==> config.mk <==
export PLATFORM = sky130hd
export DESIGN_NAME = seq_alu
export DESIGN_NICKNAME = d
export VERILOG_FILES = /design/src/rtl/seq_alu_pkg.sv /design/src/rtl/seq_alu_core.sv /design/src/rtl/seq_alu.sv
export SDC_FILE = /design/constraint.sdc
export NUM_CORES = 1
export LEC_CHECK = 0
export CAP_MARGIN = 30
export CORE_MARGIN = 10
export CORE_UTILIZATION = 55
export DETAILED_ROUTE_END_ITERATION = 10
export PLACE_DENSITY_LB_ADDON = 0.15
export SLEW_MARGIN = 20
export SYNTH_ARGS = -nofsm -noshare
export SYNTH_HDL_FRONTEND = slang
export SYNTH_SLANG_ARGS = --single-unit
export TNS_END_PERCENT = 50
==> constraint.sdc <==
create_clock -name clk_i -period 5.95 [get_ports clk_i]
set_input_delay 1.19 -clock clk_i [delete_from_list [all_inputs] [get_ports clk_i]]
set_output_delay 1.19 -clock clk_i [all_outputs]
set_load 0.005 [all_outputs]
==> src/rtl/seq_alu_pkg.sv <==
// seq_alu_pkg: shared opcode encodings and FSM state type for the sequential ALU.
package seq_alu_pkg;

  localparam logic [2:0] OP_AND = 3'b000;
  localparam logic [2:0] OP_OR  = 3'b001;
  localparam logic [2:0] OP_ADD = 3'b010;
  localparam logic [2:0] OP_SUB = 3'b011;
  localparam logic [2:0] OP_SLT = 3'b100;
  localparam logic [2:0] OP_SLL = 3'b101;
  localparam logic [2:0] OP_SRL = 3'b110;
  localparam logic [2:0] OP_MUL = 3'b111;

  typedef enum logic [1:0] {
    IDLE = 2'b00,
    BUSY = 2'b01,
    DONE = 2'b10
  } state_e;

endpackage

==> src/rtl/seq_alu_core.sv <==
// alu_comb_core: purely combinational single-cycle ops (AND/OR/ADD/SUB/SLT)
// with carry and, when SEQ_ALU_OVF_EN is defined, signed overflow.
// Shift and multiply opcodes produce all-zero outputs here; the sequential
// wrapper handles them iteratively.
module alu_comb_core
  import seq_alu_pkg::*;
#(
  parameter int WIDTH = 8
) (
  input  logic [WIDTH-1:0] a_i,
  input  logic [WIDTH-1:0] b_i,
  input  logic [2:0]       op_i,
  output logic [WIDTH-1:0] result_o,
  output logic             set_o,
  output logic             carry_o
`ifdef SEQ_ALU_OVF_EN
  ,
  output logic             ovf_o
`endif
);

  logic [WIDTH:0] sum_s;
  logic [WIDTH:0] diff_s;
  logic           slt_s;

  // Subtraction as a + ~b + 1 so the carry-out is the inverted borrow.
  assign sum_s  = {1'b0, a_i} + {1'b0, b_i};
  assign diff_s = {1'b0, a_i} + {1'b0, ~b_i} + {{WIDTH{1'b0}}, 1'b1};
  assign slt_s  = ($signed(a_i) < $signed(b_i));

  // Select result and flags for the requested single-cycle operation.
  always_comb begin
    result_o = '0;
    set_o    = 1'b0;
    carry_o  = 1'b0;
`ifdef SEQ_ALU_OVF_EN
    ovf_o    = 1'b0;
`endif
    case (op_i)
      OP_AND: result_o = a_i & b_i;
      OP_OR:  result_o = a_i | b_i;
      OP_ADD: begin
        result_o = sum_s[WIDTH-1:0];
        carry_o  = sum_s[WIDTH];
`ifdef SEQ_ALU_OVF_EN
        ovf_o    = (a_i[WIDTH-1] == b_i[WIDTH-1]) && (sum_s[WIDTH-1] != a_i[WIDTH-1]);
`endif
      end
      OP_SUB: begin
        result_o = diff_s[WIDTH-1:0];
        carry_o  = diff_s[WIDTH];
`ifdef SEQ_ALU_OVF_EN
        ovf_o    = (a_i[WIDTH-1] != b_i[WIDTH-1]) && (diff_s[WIDTH-1] != a_i[WIDTH-1]);
`endif
      end
      OP_SLT: begin
        result_o = {{(WIDTH-1){1'b0}}, slt_s};
        set_o    = slt_s;
      end
      default: result_o = '0;
    endcase
  end

endmodule

==> src/rtl/seq_alu.sv <==
// seq_alu: handshaked ALU. Single-cycle ops complete in one cycle; shifts
// step one bit per cycle and multiply is shift-add over WIDTH cycles.
// Optional feature macro: SEQ_ALU_OVF_EN (adds registered signed-overflow output ovf_o).
module seq_alu
  import seq_alu_pkg::*;
#(
  parameter int WIDTH = 8
) (
  input  logic             clk_i,
  input  logic             rst_n_i,
  input  logic             in_valid_i,
  output logic             in_ready_o,
  input  logic [WIDTH-1:0] rs_i,
  input  logic [WIDTH-1:0] rt_i,
  input  logic [2:0]       opcode_i,
  output logic             out_valid_o,
  input  logic             out_ready_i,
  output logic [WIDTH-1:0] alu_result_o,
  output logic             set_o,
  output logic             zero_o,
  output logic             carry_o
`ifdef SEQ_ALU_OVF_EN
  ,
  output logic             ovf_o
`endif
);

  localparam int SHAMT_W = $clog2(WIDTH);
  localparam int CNT_W   = SHAMT_W + 1;

  state_e             state_q, state_d;
  logic [CNT_W-1:0]   cnt_q, cnt_d;
  logic [2:0]         op_q, op_d;
  logic [WIDTH-1:0]   acc_q, acc_d;
  logic [WIDTH-1:0]   mcand_q, mcand_d;
  logic [WIDTH-1:0]   mplier_q, mplier_d;
  logic [WIDTH-1:0]   res_q, res_d;
  logic               set_q, set_d;
  logic               zero_q, zero_d;
  logic               carry_q, carry_d;
`ifdef SEQ_ALU_OVF_EN
  logic               ovf_q, ovf_d;
  logic               core_ovf_s;
`endif

  logic [WIDTH-1:0]   core_res_s;
  logic               core_set_s;
  logic               core_carry_s;
  logic [WIDTH-1:0]   step_s;
  logic [SHAMT_W-1:0] shamt_s;

  assign shamt_s = rt_i[SHAMT_W-1:0];

  alu_comb_core #(.WIDTH(WIDTH)) u_core (
    .a_i      (rs_i),
    .b_i      (rt_i),
    .op_i     (opcode_i),
    .result_o (core_res_s),
    .set_o    (core_set_s),
    .carry_o  (core_carry_s)
`ifdef SEQ_ALU_OVF_EN
    ,
    .ovf_o    (core_ovf_s)
`endif
  );

  // One iteration of the working register: a 1-bit shift or a shift-add step.
  always_comb begin
    step_s = acc_q;
    case (op_q)
      OP_SLL:  step_s = acc_q << 1;
      OP_SRL:  step_s = acc_q >> 1;
      OP_MUL:  step_s = mplier_q[0] ? (acc_q + mcand_q) : acc_q;
      default: step_s = acc_q;
    endcase
  end

  // Next-state logic for FSM, counter, iterative datapath and result registers.
  always_comb begin
    state_d  = state_q;
    cnt_d    = cnt_q;
    op_d     = op_q;
    acc_d    = acc_q;
    mcand_d  = mcand_q;
    mplier_d = mplier_q;
    res_d    = res_q;
    set_d    = set_q;
    zero_d   = zero_q;
    carry_d  = carry_q;
`ifdef SEQ_ALU_OVF_EN
    ovf_d    = ovf_q;
`endif
    case (state_q)
      IDLE: begin
        if (in_valid_i) begin
          op_d = opcode_i;
          case (opcode_i)
            OP_SLL, OP_SRL: begin
              if (shamt_s == '0) begin
                // Zero shift amount: pass rs straight to the result.
                res_d   = rs_i;
                zero_d  = (rs_i == '0);
                set_d   = 1'b0;
                carry_d = 1'b0;
`ifdef SEQ_ALU_OVF_EN
                ovf_d   = 1'b0;
`endif
                cnt_d   = '0;
                state_d = DONE;
              end else begin
                acc_d   = rs_i;
                cnt_d   = {1'b0, shamt_s};
                state_d = BUSY;
              end
            end
            OP_MUL: begin
              acc_d    = '0;
              mcand_d  = rs_i;
              mplier_d = rt_i;
              cnt_d    = CNT_W'(WIDTH);
              state_d  = BUSY;
            end
            default: begin
              res_d   = core_res_s;
              zero_d  = (core_res_s == '0);
              set_d   = core_set_s;
              carry_d = core_carry_s;
`ifdef SEQ_ALU_OVF_EN
              ovf_d   = core_ovf_s;
`endif
              state_d = DONE;
            end
          endcase
        end else begin
          state_d = IDLE;
        end
      end
      BUSY: begin
        acc_d    = step_s;
        mcand_d  = mcand_q << 1;
        mplier_d = mplier_q >> 1;
        cnt_d    = cnt_q - CNT_W'(1);
        if (cnt_q == CNT_W'(1)) begin
          res_d   = step_s;
          zero_d  = (step_s == '0);
          set_d   = 1'b0;
          carry_d = 1'b0;
`ifdef SEQ_ALU_OVF_EN
          ovf_d   = 1'b0;
`endif
          state_d = DONE;
        end else begin
          state_d = BUSY;
        end
      end
      DONE: begin
        if (out_ready_i) begin
          state_d = IDLE;
        end else begin
          state_d = DONE;
        end
      end
      default: state_d = IDLE;
    endcase
  end

  // State and datapath registers; reset discards any in-flight operation.
  always_ff @(posedge clk_i or negedge rst_n_i) begin
    if (!rst_n_i) begin
      state_q  <= IDLE;
      cnt_q    <= '0;
      op_q     <= OP_AND;
      acc_q    <= '0;
      mcand_q  <= '0;
      mplier_q <= '0;
      res_q    <= '0;
      set_q    <= 1'b0;
      zero_q   <= 1'b0;
      carry_q  <= 1'b0;
`ifdef SEQ_ALU_OVF_EN
      ovf_q    <= 1'b0;
`endif
    end else begin
      state_q  <= state_d;
      cnt_q    <= cnt_d;
      op_q     <= op_d;
      acc_q    <= acc_d;
      mcand_q  <= mcand_d;
      mplier_q <= mplier_d;
      res_q    <= res_d;
      set_q    <= set_d;
      zero_q   <= zero_d;
      carry_q  <= carry_d;
`ifdef SEQ_ALU_OVF_EN
      ovf_q    <= ovf_d;
`endif
    end
  end

  assign in_ready_o   = (state_q == IDLE);
  assign out_valid_o  = (state_q == DONE);
  assign alu_result_o = res_q;
  assign set_o        = set_q;
  assign zero_o       = zero_q;
  assign carry_o      = carry_q;
`ifdef SEQ_ALU_OVF_EN
  assign ovf_o        = ovf_q;
`endif

endmodule

After elaboration in Yosys (flattened, before gate mapping)
Index checks and enable logic that the tools add are counted.

Add/sub/neg operators: 5. Order comparisons: 1. Equal/unequal tests: 20. Mux-type cells: 43. Bitwise operators: 3. Reductions and logical operators: 13.

Operator list (number): one-hot mux 8 bit (2 select lines) (6); 2-to-1 mux 8 bit (10); one-hot mux 8 bit (5 select lines) (1); zero test 8 bit (3); one-hot mux 8 bit (3 select lines) (1); == test 3 bit (second input constant) (7); adder 8 x 8 -> 9 bit (2); one-hot mux 4 bit (2 select lines) (2); one-hot mux 1 bit (2 select lines) (7); adder 9 x 1 -> 9 bit (second input constant) (1); adder 8 bit (1); AND 8 bit (1); less-than comparator 8 bit (1); 2-to-1 mux 1 bit (8); 2-to-1 mux 2 bit (4); NOT 8 bit (1); bitwise OR 8 bit (1); == test 3 x 2 -> 1 bit (second input constant) (2); zero test 3 bit (2); inequality test 2 bit (second input constant) (3); inequality test 3 bit (second input constant) (2); one-hot mux 2 bit (3 select lines) (1); AND reduction 3 bit (2); AND reduction 5 bit (1); 15 further kinds (15).

Register bits after elaboration: 44. Input port bits: 23. Output and inout port bits: 13. Logic and storage cells: 95.

Logic depth before layout (Yosys ltp)
Gate-level depths: netlist of run 1.

Word-level depth: 8. Gate-level depth with buffers: 11. Gate-level depth less buffers: 11.

By module
From an unflattened synthesis of run 1, not the netlist that was laid out.

Cells, all modules: 513. Area, all modules: 4200.3 um^2.

By module, submodules not included: seq_alu (times used 1, cells an instance 342, area each 2964.1 um^2, seq. area each 1101.1 um^2); alu_comb_core (times used 1, cells an instance 171, area each 1236.2 um^2, seq. area each 0.0 um^2).

Least setup slack after synthesis of run 1
Ideal clock, no wire load.

Path kind: input to register. Start point: input port rt_i[2]. End point: register zero_q, in the netlist zero_o. Library setup time: 0.126 ns. Arrival: 3.077 ns. Required time: 5.824 ns. Slack: 2.747 ns. Stages on the path: 10. Buffers on the path: 1. Path through: inv_1 ha_1 buf_2 nor3_1 o31a_1 or3_1 a311o_1 nand4_1 nor3b_1 a311o_1.

Cells in the longest elaborated chain, start to end: 8. Elaborated cells on any way between the ends: 15. Those cells by class: add/sub: 3; order compare: 1; eq/ne: 1; mux: 4; bitwise: 3; reduce/logical: 3.

Ends and longest elaborated chain: start, declared (RTL line seq_alu.sv:14) `input logic [WIDTH-1:0] rt_i,`; NOT 8 bit (RTL line seq_alu_core.sv:28) `assign diff_s = {1'b0, a_i} + {1'b0, ~b_i} + {{WIDTH{1'b0}}, 1'b1};`; adder 8 x 8 -> 9 bit (RTL line seq_alu_core.sv:28); adder 9 x 1 -> 9 bit (RTL line seq_alu_core.sv:28); one-hot mux 8 bit (5 select lines) (RTL line seq_alu_core.sv:39) `case (op_i)`; zero test 8 bit (RTL line seq_alu.sv:125) `zero_d = (core_res_s == '0);`; one-hot mux 1 bit (2 select lines) (RTL line seq_alu.sv:97) `case (opcode_i)`; 2-to-1 mux 1 bit (RTL line seq_alu.sv:95) `if (in_valid_i) begin`; one-hot mux 1 bit (2 select lines) (RTL line seq_alu.sv:93) `case (state_q)`; end signal, assigned (RTL line seq_alu.sv:192) `zero_q <= zero_d;`; end, declared (RTL line seq_alu.sv:39) `logic zero_q, zero_d;`.

Parallel ways exist; a longest one is shown, timed or not. The select of a mux whose other input is x is not followed. A chain may end at the register's enable or synchronous reset.

Worst setup path in the final report of run 1
Start point: input port rs_i[2]. End point: register zero_q, in the netlist zero_o.

Cells in the longest elaborated chain, start to end: 7. Elaborated cells on any way between the ends: 13. Those cells by class: add/sub: 3; order compare: 1; mux: 5; bitwise: 2; reduce/logical: 2.

Ends and longest elaborated chain: start, declared (RTL line seq_alu.sv:13) `input logic [WIDTH-1:0] rs_i,`; adder 8 x 8 -> 9 bit (RTL line seq_alu_core.sv:28); adder 9 x 1 -> 9 bit (RTL line seq_alu_core.sv:28); one-hot mux 8 bit (5 select lines) (RTL line seq_alu_core.sv:39); zero test 8 bit (RTL line seq_alu.sv:125); one-hot mux 1 bit (2 select lines) (*) (RTL line seq_alu.sv:97); 2-to-1 mux 1 bit (*) (RTL line seq_alu.sv:95); one-hot mux 1 bit (2 select lines) (*) (RTL line seq_alu.sv:93).

Mark *: on every way between the ends. The rest lies on a longest branch, timed or not. The select of a mux whose other input is x is not followed.

==> flow_metrics.tcl, run 1 <==
set metrics [dict create \
    status "completed" \
    synth_area_leaders "dfrtp_1 (28%), ha_1 (10%), a21oi_1 (4.9%)" \
    final-hold-violation-count 0 \
    crit_family "compound AO/OA/AOI/OAI gates" \
    synth-edff-count 0 \
    drcViolationCount 0 \
    n_fill_cell 624 \
    p_per_area_nw_per_um2 396 \
    ys_seq_elements 44 \
    grt-ovfl-total 0 \
    finalSetupViolations 0 \
    slew_violations 0 \
    synthTopCellsByCount "nand2_1 (45), dfrtp_1 (44), nor2_1 (41)" \
    clock_latency_ns 0.30 \
    crit_arrival_ns 4.18 \
    cp_slowest_cell "clkdlybuf4s50_1" \
    swShare_pct 45.3 \
    vias 3720 \
    drt.antenna.violating_nets 0 \
    cts_resized 0 \
    dp.cells 590 \
    routabilityCongestion 0.907 \
    synthDistinctLibCells 75 \
    relSlewSlack_pct 35.1 \
    nNetsFinal 560 \
    pwr-share-seq_pct 34.3 \
    drtIter0Drc 239 \
    area_growth_pct 11.6 \
    die_h_um 105 \
    track_usage_pct 19.3 \
    crit_buf_inv 2 \
    hold_path_class "flip-flop to flip-flop" \
    ys_seq_area_share_pct 27.7 \
    leakagePower_nw 1.90 \
    finClkSkew_ns 0.00860 \
    synthCells 478 \
    die_w_um 105 \
    insertedDiodeCount 0 \
    yosys.area.top_type "dfrtp_1" \
    tns_ns 0 \
    power.share.clock_pct 12.1 \
    cap_violations 0 \
    synth_area_per_cell_um2 8.31 \
    timing.fmax_ghz 0.250 \
    slowest_delay_ns 0.71 \
    vias_per_cell 6.23 \
    initial_utilization_pct 57.5 \
    period_needed_ns 4.00 \
    synth_area_um2 3970 \
    ir_drop_mv 0.197 \
    grt_max_degree 42 \
    cts_buffers 5 \
    cts_setup_buffers 0 \
    worstPathMaxFanout 9 \
    wl_per_cell_um 18.6 \
    drt_pass1_iterations 6 \
    comb_power_share_pct 53.6 \
    tightest_slew_ns 0.973 \
    synth_fp_nets 537 \
    clk_path_buf_depth 2 \
    row_count 30 \
    dieArea_um2 11000 \
    port_buffers 35 \
    multi_input_comb_area_um2 2590 \
    power_mw 1.76 \
    rsz0062_at_grt "no" \
    fin_crit_sh_pct 67.2 \
    synth_top_area_share_pct 27.7 \
    synth_top_flop_cell "dfrtp_1" \
    synthArstFlopShare_pct 100 \
    routed_wl_um 11100 \
    cts.hold.buffers_added 0 \
    ff_latch_area_um2 1100 \
    cts_tree "built" \
    drive_above_1_share_pct 6.39 \
    clock-sinks 44 \
    grt_pass1_wl_um 18000 \
    cp-start-kind "input port" \
    h-tree-depth 2 \
    root_buffer "clkbuf_8" \
    fin_cells 597 \
    crit_required_ns 6.14 \
    p_int_mw 0.960 \
    hpwl_um 8510 \
    end_kind "flip-flop" \
    synth.most_common_cell "nand2_1" \
    io_pins 36 \
    path_cells "clkdlybuf4s50_1, inv_1, ha_1, nand2b_1, a2111oi_0, nor3_1, xnor2_1, a211oi_1, nor3b_1, a311o_1" \
    coreArea_um2 6910 \
    ys_warn_count 0 \
    p_sw_mw 0.795 \
    antenna_found_initial 0 \
    clk_pin_slew_ns 0.09 \
    critPathKind "input port to flip-flop" \
    grt_pass1_vias 3609 \
]
logic make-up after synthesis:
kind of cell / after synthesis / synth area share [%]
AOI/OAI and AO/OA: 151 / 25.6
muxes: 20 / 5.42
DFF: 44 / 27.7
xor gates and xnor gates: 8 / 1.76
adders and majority gates: 36 / 11.9
buffers and inverters: 58 / 7.19
and+or+nand+nor: 161 / 20.4
sequential cells by signal, indices dropped and copies added (netlist names):
name          cells
cnt_q             4
carry_o           1
op_q              3
alu_result_o      8
zero_o            1
set_o             1
state_q           2
mplier_q          8
acc_q             8
mcand_q           8
stage by stage:
step / hold slack, ns / utilization, % / instance area (um2) / worst slack (ns)
2_1_floorplan: 0.449 / - / 3970 / 2.75
3_3_place_gp: 0.460 / 62.4 / 4310 / 1.75
3_5_place_dp: 0.469 / 62.8 / 4330 / 1.68
4_1_cts: 0.489 / 64.1 / 4430 / 2.00
5_1_grt: 0.514 / 64.1 / 4430 / 1.80
6_report: 0.486 / 64.1 / 4430 / 1.95
metal layers:
metal	vias to the layer above	global-route usage (%)	part of all wire, %
met5	-	0	0
met4	0	4.22	1.2
met3	16	3.69	7.3
met2	158	33.0	48
met1	1749	24.6	43
li1	1797	-	-
area by class of cell:
| type | instances | share of cell area [%] |
|---|---|---|
| Inverter | 33 | 2.80 |
| Tap cell | 96 | 2.71 |
| Multi-Input combinational cell | 376 | 58.4 |
| Clock buffer | 7 | 2.17 |
| Sequential cell | 44 | 24.9 |
| Timing Repair Buffer | 41 | 9.09 |
worst paths after layout:
| check | startpoint | endpoint | slack [ns] | depth (start not counted) |
|---|---|---|---|---|
| setup / recovery | rs_i[2] | zero_o | 1.95 | 10 |
| setup reg to reg | acc_q[0] | zero_o | 3.02 | 10 |
| min in group asynchronous | rst_n_i | mcand_q[7] | 0.78 | 1 |
| hold / removal | mplier_q[7] | mplier_q[6] | 0.49 | 2 |
| max in group asynchronous | rst_n_i | alu_result_o[1] | 4.69 | 2 |
| hold reg to reg | mplier_q[7] | mplier_q[6] | 0.49 | 2 |
worst min-delay path: stages (launching register included):
cell     delay, ns
dfrtp_1       0.35
nand2_1       0.05
o21ai_0       0.06
power by group through the flow:
stage	sequential [mW]	clock (mW)	combinational, mW
2_1_floorplan	0.524	0	0.711
3_5_place_dp	0.598	0	0.929
5_1_grt	0.619	0.228	1.04
3_3_place_gp	0.596	0	0.902
6_report	0.601	0.212	0.942
4_1_cts	0.594	0.213	0.932
placed cells by master (no fill, tap or decap), types with 13 or more instances in the layout:
master / n
clkdlybuf4s50_1: 34
a21oi_1: 39
nand3_1: 13
dfrtp_1: 44
nor2_1: 41
inv_1: 33
o21ai_0: 34
ha_1: 33
nand2_1: 45
mux2i_1: 17
No activity file was read; power rests on OpenSTA's default activity.
==> inputs of run 2 (changes only) <==
Clock period 5.95 ns to 3.9 ns, I/O delays scaled along.
==> run 2 against run 1 <==
Against the previous run: clock-buffer cell count decreased by 1; power increased by 53%; register-to-register slack got worse by 2.0 ns; sequential power increased by 52%; clock skew increased by 0.0054 ns; clock power increased by 51%; final cell count increased by 2.8%; first-iteration DRC count increased by 7.9%; largest power group unchanged; highest routed layer unchanged.
==> flow_metrics.tcl, run 2 (synthesis results as in run 1) <==
set metrics [dict create \
    tightest_slew_ns 0.605 \
    nNetsFinal 576 \
    final_util_pct 66.1 \
    clock_latency_ns 0.31 \
    clk_path_buf_depth 2 \
    cp-start-kind "input port" \
    dp_slack_ns 0.310 \
    antenna_found_initial 0 \
    end_kind "flip-flop" \
    dieArea_um2 11000 \
    io_pins 36 \
    reg2reg_from "acc_q[0]" \
    clk_pin_slew_ns 0.09 \
    cts_tree "built" \
    crit_required_ns 4.09 \
    finalSetupViolations 0 \
    leakagePower_nw 1.97 \
    drive_above_1_share_pct 9.46 \
    h-tree-depth 2 \
    worstPathMaxFanout 9 \
    area_growth_pct 15.0 \
    cap_violations 0 \
    die_w_um 105 \
    critPathKind "input port to flip-flop" \
    port_buffers 35 \
    die_h_um 105 \
    relSlewSlack_pct 59.5 \
    routabilityCongestion 0.900 \
    insertedDiodeCount 0 \
    row_count 30 \
    hpwl_um 8840 \
    routed_wl_um 11300 \
    placed_area_um2 4470 \
    drtIter0Drc 258 \
    crit_arrival_ns 3.45 \
    track_usage_pct 20.1 \
    hold_path_class "input port to asynchronous set/reset pin" \
    timing.fmax_ghz 0.307 \
    vias_per_cell 6.20 \
    root_buffer "clkbuf_8" \
    timing.hold.ws_ns 0.409 \
    wl_per_cell_um 18.5 \
    period_needed_ns 3.26 \
    grt_pass1_wl_um 18600 \
    vias 3807 \
    grt_pass1_vias 3780 \
    drcViolationCount 0 \
    tns_ns 0 \
    fin_ws_ns 0.643 \
    final_cell_mix "nand2_1 (45), dfrtp_1 (44), nor2_1 (41)" \
    cts.hold.buffers_added 0 \
    rsz0062_at_grt "no" \
    cts_setup_buffers 0 \
    final_common_cell "nand2_1" \
    crit_start "rs_i[2]" \
    clock-sinks 44 \
    fin_crit_sh_pct 83.5 \
    drt.antenna.violating_nets 0 \
    status "completed" \
    coreArea_um2 6910 \
    grt_max_degree 28 \
    cts_resized 0 \
    slew_violations 0 \
    finClkSkew_ns 0.0140 \
    cts_buffers 5 \
    grt-ovfl-total 0 \
    final_cell_area_um2 4560 \
    initial_utilization_pct 57.5 \
    drt_pass1_iterations 7 \
    p_per_area_nw_per_um2 588 \
    ir_drop_mv 0.290 \
    final-hold-violation-count 0 \
]
run 2: changes by cell type in the layout (fill, tap and decap cells not counted):
cell / change
buf_12: +1
buf_4: +15
clkbuf_8: -1
clkinvlp_4: +2
run 2: critical path, cell delays in order:
cell and delay (ns):
clkdlybuf4s50_1 0.54, inv_1 0.06, ha_1 0.40, nand2b_1 0.23, a2111oi_0 0.43, nor3_1 0.13
xnor2_1 0.14, a211oi_1 0.30, nor3b_1 0.09, a311o_1 0.35
run 2: layer usage:
| metal | track usage (%) | vias up | part of all wire [%] |
|---|---|---|---|
| met2 | 33.4 | 141 | 48 |
| met3 | 3.13 | 23 | 5.4 |
| met1 | 25.3 | 1810 | 44 |
| met4 | 8.14 | 0 | 2.5 |
| li1 | - | 1833 | - |
| met5 | 0 | - | 0 |
run 2: cell type report:
type | instances | area, um2
multi-input cells | 376 | 2590
fillers | 636 | 2340
flip-flops and latches | 44 | 1100
repair buffers | 57 | 536
inverters | 33 | 124
well taps | 96 | 120
clock buffers | 6 | 82.6
clock inverters | 2 | 15.0
run 2: path summary, 6_finish.rpt:
check / to / slack (ns) / depth (start not counted)
min in group clk_i: mplier_q[0] / 0.48 / 2
setup reg to reg: zero_o / 1.02 / 10
max in group asynchronous: alu_result_o[2] / 2.99 / 2
hold / removal: acc_q[4] / 0.41 / 1
setup / recovery: zero_o / 0.64 / 10
hold reg to reg: mplier_q[0] / 0.48 / 2
run 2: through the flow:
| stage | instances | power, mW |
|---|---|---|
| floorplan | 478 | 1.89 |
| global placement | 605 | 2.30 |
| detailed placement | 606 | 2.35 |
| CTS | 614 | 2.67 |
| global route | 614 | 2.89 |
| finish | 614 | 2.68 |
run 2: power by group:
group | switching, mW | internal, mW | leakage (nW)
combinational | 0.781 | 0.669 | 1.38
clock | 0.176 | 0.144 | 0.0434
sequential | 0.260 | 0.651 | 0.555
